<file path="src/rtl/uart_loader_pkg.sv">
// rtl/uart_loader_pkg.sv - shared types and constants for the UART image loader
//
// Contents:
//   state_t            loader FSM states (ST_CHECK only with UART_LOADER_CHECKSUM_EN)
//   ERR_NONE..ERR_CSUM 2-bit error codes reported on err_code_o
//   DEFAULT_SYNC_BYTE  frame start marker
package uart_loader_pkg;

    typedef enum logic [2:0] {
        ST_IDLE,
        ST_WAIT_SYNC,
        ST_HDR_W,
        ST_HDR_H,
`ifdef UART_LOADER_CHECKSUM_EN
        ST_PAYLOAD,
        ST_CHECK
`else
        ST_PAYLOAD
`endif
    } state_t;

    localparam logic [1:0] ERR_NONE    = 2'd0;
    localparam logic [1:0] ERR_HDR     = 2'd1;
    localparam logic [1:0] ERR_TIMEOUT = 2'd2;
    localparam logic [1:0] ERR_CSUM    = 2'd3;

    localparam logic [7:0] DEFAULT_SYNC_BYTE = 8'hA5;

endpackage

</file>
<file path="src/rtl/loader_idle_timer.sv">
// rtl/loader_idle_timer.sv - inter-byte idle counter with one-cycle expire strobe
//
// Ports:
//   clk, rst_n   clock, asynchronous active-low reset
//   clr          restart the count (a byte arrived)
//   en           count this cycle; count is held at 0 while low
//   expire       high for the single cycle in which TIMEOUT_CYCLES idle cycles elapse
module loader_idle_timer #(
    parameter int unsigned TIMEOUT_CYCLES = 1_000_000
) (
    input  logic clk,
    input  logic rst_n,
    input  logic clr,
    input  logic en,
    output logic expire
);

    localparam int unsigned CNT_W = $clog2(TIMEOUT_CYCLES + 1);
    localparam logic [CNT_W-1:0] LAST = CNT_W'(TIMEOUT_CYCLES - 1);

    logic [CNT_W-1:0] cnt;

    // cnt holds the number of idle cycles already completed; the cycle that
    // completes the TIMEOUT_CYCLES-th one raises expire.
    assign expire = en && !clr && (cnt == LAST);

    always_ff @(posedge clk or negedge rst_n) begin
        if (!rst_n) begin
            cnt <= '0;
        end else if (clr || !en || expire) begin
            cnt <= '0;
        end else begin
            cnt <= cnt + 1'b1;
        end
    end

endmodule

</file>
<file path="src/rtl/uart_image_loader.sv">
// rtl/uart_image_loader.sv - parses sync/W/H/pixel frames from uart_rx into image BRAM
//
// Optional feature macro: UART_LOADER_CHECKSUM_EN (trailing XOR checksum byte).
//
// Ports:
//   clk, rst_n              clock, asynchronous active-low reset
//   byte_i, byte_valid_i    received byte and its 1-cycle strobe
//   arm_i                   start waiting for a frame (ignored while busy)
//   abort_i                 drop the current frame without error
//   busy_o                  high outside IDLE
//   done_o                  1-cycle pulse, frame stored
//   err_o, err_code_o       sticky error and its code, cleared by arm_i
//   width_o, height_o       latched frame dimensions
//   bram_we_o/addr_o/data_o pixel write port, raster order
module uart_image_loader
    import uart_loader_pkg::*;
#(
    parameter int unsigned ADDR_W         = 16,
    parameter logic [7:0]  SYNC_BYTE      = DEFAULT_SYNC_BYTE,
    parameter int unsigned TIMEOUT_CYCLES = 1_000_000
) (
    input  logic              clk,
    input  logic              rst_n,
    input  logic [7:0]        byte_i,
    input  logic              byte_valid_i,
    input  logic              arm_i,
    input  logic              abort_i,
    output logic              busy_o,
    output logic              done_o,
    output logic              err_o,
    output logic [1:0]        err_code_o,
    output logic [7:0]        width_o,
    output logic [7:0]        height_o,
    output logic              bram_we_o,
    output logic [ADDR_W-1:0] bram_addr_o,
    output logic [7:0]        bram_data_o
);

    localparam logic [ADDR_W:0] MAX_PIX = (ADDR_W+1)'(1) << ADDR_W;

    state_t            state;
    logic [ADDR_W-1:0] pix_idx;
    logic [ADDR_W-1:0] pix_last;
`ifdef UART_LOADER_CHECKSUM_EN
    logic [7:0]        csum;
`endif

    logic [15:0]       hdr_prod;
    logic [ADDR_W:0]   hdr_prod_ext;
    logic              hdr_bad;
    logic              tmr_en;
    logic              tmr_expire;

    // Height byte is on byte_i while width is already latched.
    assign hdr_prod     = {8'h00, width_o} * {8'h00, byte_i};
    assign hdr_prod_ext = (ADDR_W+1)'(hdr_prod);
    assign hdr_bad      = (width_o == 8'd0) || (byte_i == 8'd0) || (hdr_prod_ext > MAX_PIX);

    assign busy_o = (state != ST_IDLE);
    assign tmr_en = busy_o && (state != ST_WAIT_SYNC);

    loader_idle_timer #(
        .TIMEOUT_CYCLES(TIMEOUT_CYCLES)
    ) u_idle_timer (
        .clk    (clk),
        .rst_n  (rst_n),
        .clr    (byte_valid_i),
        .en     (tmr_en),
        .expire (tmr_expire)
    );

    always_ff @(posedge clk or negedge rst_n) begin
        if (!rst_n) begin
            state       <= ST_IDLE;
            done_o      <= 1'b0;
            err_o       <= 1'b0;
            err_code_o  <= ERR_NONE;
            width_o     <= 8'd0;
            height_o    <= 8'd0;
            bram_we_o   <= 1'b0;
            bram_addr_o <= '0;
            bram_data_o <= 8'd0;
            pix_idx     <= '0;
            pix_last    <= '0;
`ifdef UART_LOADER_CHECKSUM_EN
            csum        <= 8'd0;
`endif
        end else begin
            bram_we_o <= 1'b0;
            done_o    <= 1'b0;

            if (abort_i && state != ST_IDLE) begin
                state <= ST_IDLE;
            end else if (tmr_expire) begin
                state      <= ST_IDLE;
                err_o      <= 1'b1;
                err_code_o <= ERR_TIMEOUT;
            end else if (state == ST_IDLE) begin
                // Bytes are ignored here, so arm_i is the only event that matters.
                if (arm_i) begin
                    state      <= ST_WAIT_SYNC;
                    err_o      <= 1'b0;
                    err_code_o <= ERR_NONE;
                end
            end else if (byte_valid_i) begin
                case (state)
                    ST_WAIT_SYNC: begin
                        if (byte_i == SYNC_BYTE) begin
                            state <= ST_HDR_W;
`ifdef UART_LOADER_CHECKSUM_EN
                            csum  <= 8'd0;
`endif
                        end
                    end
                    ST_HDR_W: begin
                        width_o <= byte_i;
                        state   <= ST_HDR_H;
                    end
                    ST_HDR_H: begin
                        height_o <= byte_i;
                        pix_idx  <= '0;
                        if (hdr_bad) begin
                            state      <= ST_IDLE;
                            err_o      <= 1'b1;
                            err_code_o <= ERR_HDR;
                        end else begin
                            state    <= ST_PAYLOAD;
                            pix_last <= ADDR_W'(hdr_prod_ext - 1'b1);
                        end
                    end
                    ST_PAYLOAD: begin
                        bram_we_o   <= 1'b1;
                        bram_addr_o <= pix_idx;
                        bram_data_o <= byte_i;
                        pix_idx     <= pix_idx + 1'b1;
`ifdef UART_LOADER_CHECKSUM_EN
                        csum        <= csum ^ byte_i;
                        if (pix_idx == pix_last) begin
                            state <= ST_CHECK;
                        end
`else
                        if (pix_idx == pix_last) begin
                            done_o <= 1'b1;
                            state  <= ST_IDLE;
                        end
`endif
                    end
`ifdef UART_LOADER_CHECKSUM_EN
                    ST_CHECK: begin
                        state <= ST_IDLE;
                        if (byte_i == csum) begin
                            done_o <= 1'b1;
                        end else begin
                            err_o      <= 1'b1;
                            err_code_o <= ERR_CSUM;
                        end
                    end
`endif
                    default: state <= ST_IDLE;
                endcase
            end
        end
    end

endmodule

</file>
<file path="config.mk">
export PLATFORM = sky130hd
export DESIGN_NAME = uart_image_loader
export DESIGN_NICKNAME = d
export VERILOG_FILES = /design/src/rtl/uart_loader_pkg.sv /design/src/rtl/loader_idle_timer.sv /design/src/rtl/uart_image_loader.sv
export SDC_FILE = /design/constraint.sdc
export NUM_CORES = 1
export LEC_CHECK = 0
export ABC_CLOCK_PERIOD_IN_PS = 6850
export CAP_MARGIN = 20
export CELL_PAD_IN_SITES_DETAIL_PLACEMENT = 1
export CELL_PAD_IN_SITES_GLOBAL_PLACEMENT = 1
export CORE_MARGIN = 2
export CORE_UTILIZATION = 46
export CTS_BUF_LIST = sky130_fd_sc_hd__clkbuf_4 sky130_fd_sc_hd__clkbuf_8 sky130_fd_sc_hd__clkbuf_16
export CTS_CLUSTER_SIZE = 30
export DETAILED_ROUTE_END_ITERATION = 10
export PLACE_DENSITY = 0.81
export SLEW_MARGIN = 20
export SYNTH_ARGS = -nofsm -noshare
export SYNTH_HDL_FRONTEND = slang
export SYNTH_SLANG_ARGS = --single-unit
</file>
<file path="constraint.sdc">
create_clock -name clk -period 6.85 [get_ports clk]
set_clock_uncertainty 0.2 [all_clocks]
set_input_delay 1.7125 -clock clk [delete_from_list [all_inputs] [get_ports clk]]
set_output_delay 1.7125 -clock clk [all_outputs]
set_load 0.1 [all_outputs]
</file>
==> run metrics, run 1 <==
status complete, no violations; CTS tree yes; Synth Instances 691; GR Util All Layers 0.237; final worst-path cycle share 0.975; # setup viols final 0; cts hold-fix bufs 0; Tmin final roughly 6.7 ns; GPL Wtd Cong about 0.84; io pins about 60; Initial DRC Count 264; top-area cell type share of the netlist area 0.361; largest cells by area after synthesis dfrtp_1 36%, fa_1 10%, ha_1 7.0%; Core Util, Final 0.576; Yosys reg bits 100; Worst-Skew Late Latency 0.35 ns; detailed placement HPWL approximately 14 mm; Hold Violations, Final 0; crit-path max cell delay 0.54 ns; Synth Net Count 779; CTS root buf clkbuf_16; largest net degree at the start of global routing 72; post-DR vias/cell 5.47; HP Class register to register; share of layout cells above drive strength 1 0.171; Yosys top cell by area dfrtp_1; Synth warnings 0; Max FO, Critical Path 6; total gr overflow 0; Final Max Slew Viols 0; critical path type input pin to register; Num CTS Buffers 9; setup TNS 0 ns; Non-Filler Instances 975; Initial Util 0.473; Area Overhead vs Synth 21.8%; Crit. End Element register; sequential fraction of the synthesis area 0.361; arrival time at the worst endpoint 6.68 ns; Layout Nets between 800 and 900; worst-path cell chain clkdlybuf4s50_1 > buf_4 > and2_1 > fa_1 > fa_1 > fa_1 > inv_1 > fa_1 > inv_1 > ha_1 > buf_4 > buf_4 > o41ai_4 > buf_4 > a21oi_1 > o211ai_1 > buf_4 > xor2_1 > o21ai_0; row cnt 44; Syn Std Cell Area 6930 um2; Die W 127 um; vias in the first global route 6060; worst-margin pin slew 1.05 ns; Distinct cells, synth 65; Commonest cells post-synth 100 x dfrtp_1, 64 x inv_1, 55 x and2_1, 55 x nor2_1, 52 x nand2_1; clock sink count 100; residual DRC count 0; Synth Flop Type dfrtp_1; Max stage delay cell, worst path fa_1; most used cell along the critical path buf_4; DRT Pass-1 Iters 4; antenna-violating nets left 0; Die Y about 130 um; initial antenna violation count 0; Critical Path RT between 6 and 7 ns; wire per inst 18.7 um; port bufs 58; placed cells 958; most frequent cell after synthesis dfrtp_1; Max Clk Rate 150 MHz; core area 14600 um2; overall routed net length 18.2 mm; Post-synth EDFFs 0; share of flip-flops with an asynchronous set or reset 1.00; Max Root-Sink Buffers 2; Max H-tree Level 3; die area between 15000 and 20000 um2; global-route wire length before repair 30.2 mm; relative slew slack 0.298; Ant. Diodes 0; syn_area_per_cell 10.0 um2; DR vias 5332; Setup crit start kind input pin; max_cap viols 0; Reg clk slew, reported paths 0.07 ns
## sequential cells by signal (all words and copies together), names as in the netlist
register,flops
bram_data_o,8
height_o,8
err_code_o,2
bram_addr_o,16
width_o,8
pix_last,16
done_o,1
u_idle_timer.cnt,20
state,3
pix_idx,16
err_o,1
bram_we_o,1
## kinds of logic after synthesis
family / synth area share
AOI/OAI and AO/OA: 0.0790
buffers and inverters: 0.0502
muxes: 0.0649
adders and majority gates: 0.175
and+or+nand+nor: 0.186
xor gates and xnor gates: 0.0846
DFF: 0.361
## cells in the final DEF, fill, tap and decap left out, types with 3 or more instances in the layout
cell type / count
a21oi_1: 8
and2_1: 55
and3_1: 5
buf_4: 53
clkbuf_16: 9
clkdlybuf4s50_1: 52
dfrtp_1: 100
dlymetal6s2s_1: 5
fa_1: 36
ha_1: 37
inv_1: 64
mux2_2: 38
nand2_1: 52
nand3_1: 15
nand4_1: 8
nor2_1: 55
nor3_1: 11
nor4_1: 11
o211ai_1: 4
o21a_1: 5
o21ai_0: 23
o21ai_1: 3
or3_1: 6
or4_1: 6
xnor2_1: 25
xor2_1: 39
## path summary, 6_finish.rpt
path | start | to | slack [ns] | depth (start not counted)
setup / recovery | byte_i[6] | pix_last[13] | 0.17 | 19
hold / removal | bram_addr_o[14] | bram_addr_o[14] | 0.28 | 2
setup reg to reg | width_o[0] | pix_last[14] | 1.36 | 16
hold reg to reg | bram_addr_o[14] | bram_addr_o[14] | 0.28 | 2
max in group asynchronous | rst_n | pix_idx[14] | 4.16 | 2
min in group asynchronous | rst_n | err_code_o[1] | 1.08 | 1
## worst max-delay path, delay by kind of cell
family,cells,cell delay (ns)
adders and majority gates,5,2.34
and+or+nand+nor,1,0.17
xor gates and xnor gates,1,0.14
AOI/OAI and AO/OA,4,0.88
buffers and inverters,8,1.43
## layer usage
metal,track usage,vias up,share of wire
li1,-,2513,-
met1,0.276,2701,0.42
met2,0.453,90,0.53
met3,0.0295,28,0.025
met4,0.0737,0,0.023
met5,0,-,0
## area by class of cell
cell class,instances,area [um2]
clock buffers,10,239
clock inverters,6,52.6
fillers,1614,6210
inverters,64,240
multi-input cells,501,4190
flip-flops and latches,100,2500
well taps,184,230
repair buffers,110,981
## stage by stage
step,setup WS [ns],hold slack [ns],area [um2]
final,0.173,0.283,8440
after global routing,-0.0583,0.318,8440
after CTS,0.00905,0.290,8320
after detailed placement,-0.397,0.274,8010
after global placement,-0.234,0.264,8010
after floorplan,0.204,0.255,6930
## repair_timing
| action | in CTS | in global routing |
|---|---|---|
| setup endpoints to repair | 1 | 4 |
| pin swaps | 0 | 3 |
| gates resized for setup | 3 | 17 |
| endpoints found under the hold margin | 0 | 0 |
| setup buffers | 0 | 1 |
Power of run 1 is left out: the tool's default activity adds up to more than one toggle a clock period on the data nets, which glitch-free logic cannot reach.
==> run 2, diff against run 1 <==
--- a/config.mk
+++ b/config.mk
@@ -14,8 +14,9 @@
 export CTS_BUF_LIST = sky130_fd_sc_hd__clkbuf_4 sky130_fd_sc_hd__clkbuf_8 sky130_fd_sc_hd__clkbuf_16
 export CTS_CLUSTER_SIZE = 30
 export DETAILED_ROUTE_END_ITERATION = 10
-export PLACE_DENSITY = 0.81
+export PLACE_DENSITY = 0.83
 export SLEW_MARGIN = 20
 export SYNTH_ARGS = -nofsm -noshare
 export SYNTH_HDL_FRONTEND = slang
+export SYNTH_HIERARCHICAL = 1
 export SYNTH_SLANG_ARGS = --single-unit
==> run 2 against run 1 <==
Global-route usage rose by 0.32 points. Clock-buffer cell count unchanged. Synthesized cell count is 9.7% higher. Worst hold slack worse by 0.0019 ns. Sequential share of layout area increased by 0.53 points. Utilization is 2.5 points lower. Non-clock buffer count shrank 15. Critical endpoint is now pix_last[12].
==> run metrics, run 2 <==
status complete, no violations; CTS root buf clkbuf_16; Synth Instances 758; relative slew slack 0.307; Synth Flop Type dfrtp_1; Worst-Skew Late Latency 0.35 ns; GR Util All Layers 0.240; Hold Violations, Final 0; detailed placement HPWL 14.0 mm; Num CTS Buffers 9; CP delay by family, top adder cells; share of layout cells above drive strength 1 0.113; Distinct cells, synth 58; initial antenna violation count 0; Die Y between 100 and 150 um; Tmin final between 6 and 7 ns; Setup crit start kind input pin; Reg clk slew, reported paths 0.07 ns; Initial DRC Count approximately 230; Reg area 2500 um2; wire per inst 18.3 um; fillcell total 1724; worst min-delay path startpoint bram_addr_o[7]; area of the multi-input gates approximately 4200 um2; largest net degree at the start of global routing 61; CTS tree yes; Synth Net Count 846; share of flip-flops with an asynchronous set or reset 1.00; most common cell after layout, fill and taps aside nand2_1; HP Class register to register; max_cap viols 0; setup ws final 0.165 ns; Commonest cells post-synth 118 x nand2_1, 100 x dfrtp_1, 65 x inv_1; critical path type input pin to register; die area 16200 um2; final worst-path cycle share 0.976; overall routed net length 18.7 mm; antenna-violating nets left 0; arrival time at the worst endpoint around 6.7 ns; Syn Std Cell Area 7000 um2; worst-path cell chain dlygate4sd2_1 > nand2_1 > fa_1 > fa_1 > inv_1 > fa_1 > inv_1 > fa_1 > inv_1 > ha_1 > and2_4 > a221o_1 > or3_1 > and2_4 > or2_4 > nor4_4 > xor2_1 > o21ai_1; Ant. Diodes 0; residual DRC count 0; Max H-tree Level 3; port bufs between 50 and 60; Initial Util 0.465; Final Max Slew Viols 0; io pins 59; Max FO, Critical Path 4; Worst Setup SP byte_i[7]; Yosys reg bits 100; # setup viols final 0; vias in the first global route 6239; DR vias 5718; Max Root-Sink Buffers 2; Synth warnings 6; worst-margin pin slew 1.04 ns; origin of the critical flop-to-flop path width_o[2]; Die W 127 um; Area Overhead vs Synth 18.5%; Max stage delay cell, worst path fa_1; largest cells by area after synthesis dfrtp_1 36%, fa_1 10%, ha_1 7.0%; top-area cell type share of the netlist area 0.358; crit-path max cell delay 0.55 ns; Layout Nets 922; Max Clk Rate 150 MHz; worst path bufs/invs 4; Yosys top cell by area dfrtp_1; core area 15000 um2; Post-Place Worst Slack -0.360 ns; syn_area_per_cell 9.23 um2; Post-synth EDFFs 0; Crit. End Element register; global-route wire length before repair 31.2 mm; DRT Pass-1 Iters 4; Largest Register u_idle_timer/cnt; GPL Wtd Cong 0.847; Critical Path RT slightly below 7 ns; most used cell along the critical path fa_1; total gr overflow 0; commonest cells after routing, fill and taps aside 118 x nand2_1, 100 x dfrtp_1, 65 x inv_1; Largest register FFs 20; most frequent cell after synthesis nand2_1; post-DR vias/cell 5.57; clock sink count 100; row cnt 45; sequential fraction of the synthesis area 0.358
-- run 2: cell count changes after synthesis, moves of 5 or more --
cell,before,now
a21oi_1,9,21
o21ai_0,23,28
nand2_1,52,118
or3_1,6,16
mux2_2,38,19
-- run 2: what timing repair did --
| action | in CTS | in global routing |
|---|---|---|
| gates resized for setup | 1 | 16 |
| endpoints found under the setup margin | 1 | 6 |
| gates cloned | 0 | 0 |
| hold buffers | 0 | 0 |
| pin swaps | 0 | 6 |
| setup buffers | 0 | 1 |
-- run 2: routing by layer --
layer	up-vias	GRT usage	routed length, um
met5	-	0	0
met4	0	0.0711	262
met3	22	0.0293	444
met2	95	0.435	9980
met1	2945	0.300	8040
li1	2656	-	-
-- run 2: worst reg2reg max path, cell delays in order (launching register included) --
cell and delay (ns):
dfrtp_1 0.62, nand2_1 0.16, fa_1 0.52, fa_1 0.56, inv_1 0.06, fa_1 0.53, inv_1 0.06, fa_1 0.53
inv_1 0.04, ha_1 0.30, and2_4 0.17, a221o_1 0.34, or3_1 0.38, and2_4 0.17, or2_4 0.27, nor4_4 0.31
xor2_1 0.19, o21ai_1 0.08
-- run 2: through the flow --
| step | cell area, um2 | instances | utilization | hold WS, ns | setup TNS, ns |
|---|---|---|---|---|---|
| after CTS | 8230 | 1025 | 0.547 | 0.286 | 0 |
| after global placement | 7960 | 1010 | 0.529 | 0.259 | -0.822 |
| after global routing | 8290 | 1026 | 0.551 | 0.301 | -0.0407 |
| after detailed placement | 7960 | 1010 | 0.529 | 0.269 | -1.91 |
| after floorplan | 7000 | 758 | - | 0.255 | 0 |
| final | 8290 | 1026 | 0.551 | 0.281 | 0 |
-- run 2: kinds of logic (layout without fill, tap and decap cells) --
family / Yosys count / in the layout / synth area share
mux: 20 / 20 / 0.0320
flops: 100 / 100 / 0.358
xor+xnor: 60 / 60 / 0.0751
simple gates: 326 / 326 / 0.236
fa+ha+maj: 75 / 75 / 0.173
compound gates: 81 / 81 / 0.0733
buf+inv: 96 / 176 / 0.0528
-- run 2: cell type report --
| type | instances | share of cell area |
|---|---|---|
| inverters | 66 | 0.0299 |
| multi-input cells | 562 | 0.502 |
| well taps | 188 | 0.0284 |
| repair buffers | 95 | 0.105 |
| clock inverters | 5 | 0.00423 |
| clock buffers | 10 | 0.0288 |
| flip-flops and latches | 100 | 0.302 |
-- run 2: final timing paths --
path                            cells after the start  slack, ns         endpoint
worst max-delay path                               18       0.17     pix_last[12]
worst min-delay path                                2       0.28   bram_addr_o[7]
worst max register to register                     17       1.22     pix_last[12]
worst min register to register                      2       0.28   bram_addr_o[7]
max in group asynchronous                           2       4.13       width_o[5]
min in group asynchronous                           1       1.13  bram_addr_o[13]
Power of run 2 is left out for the same reason.
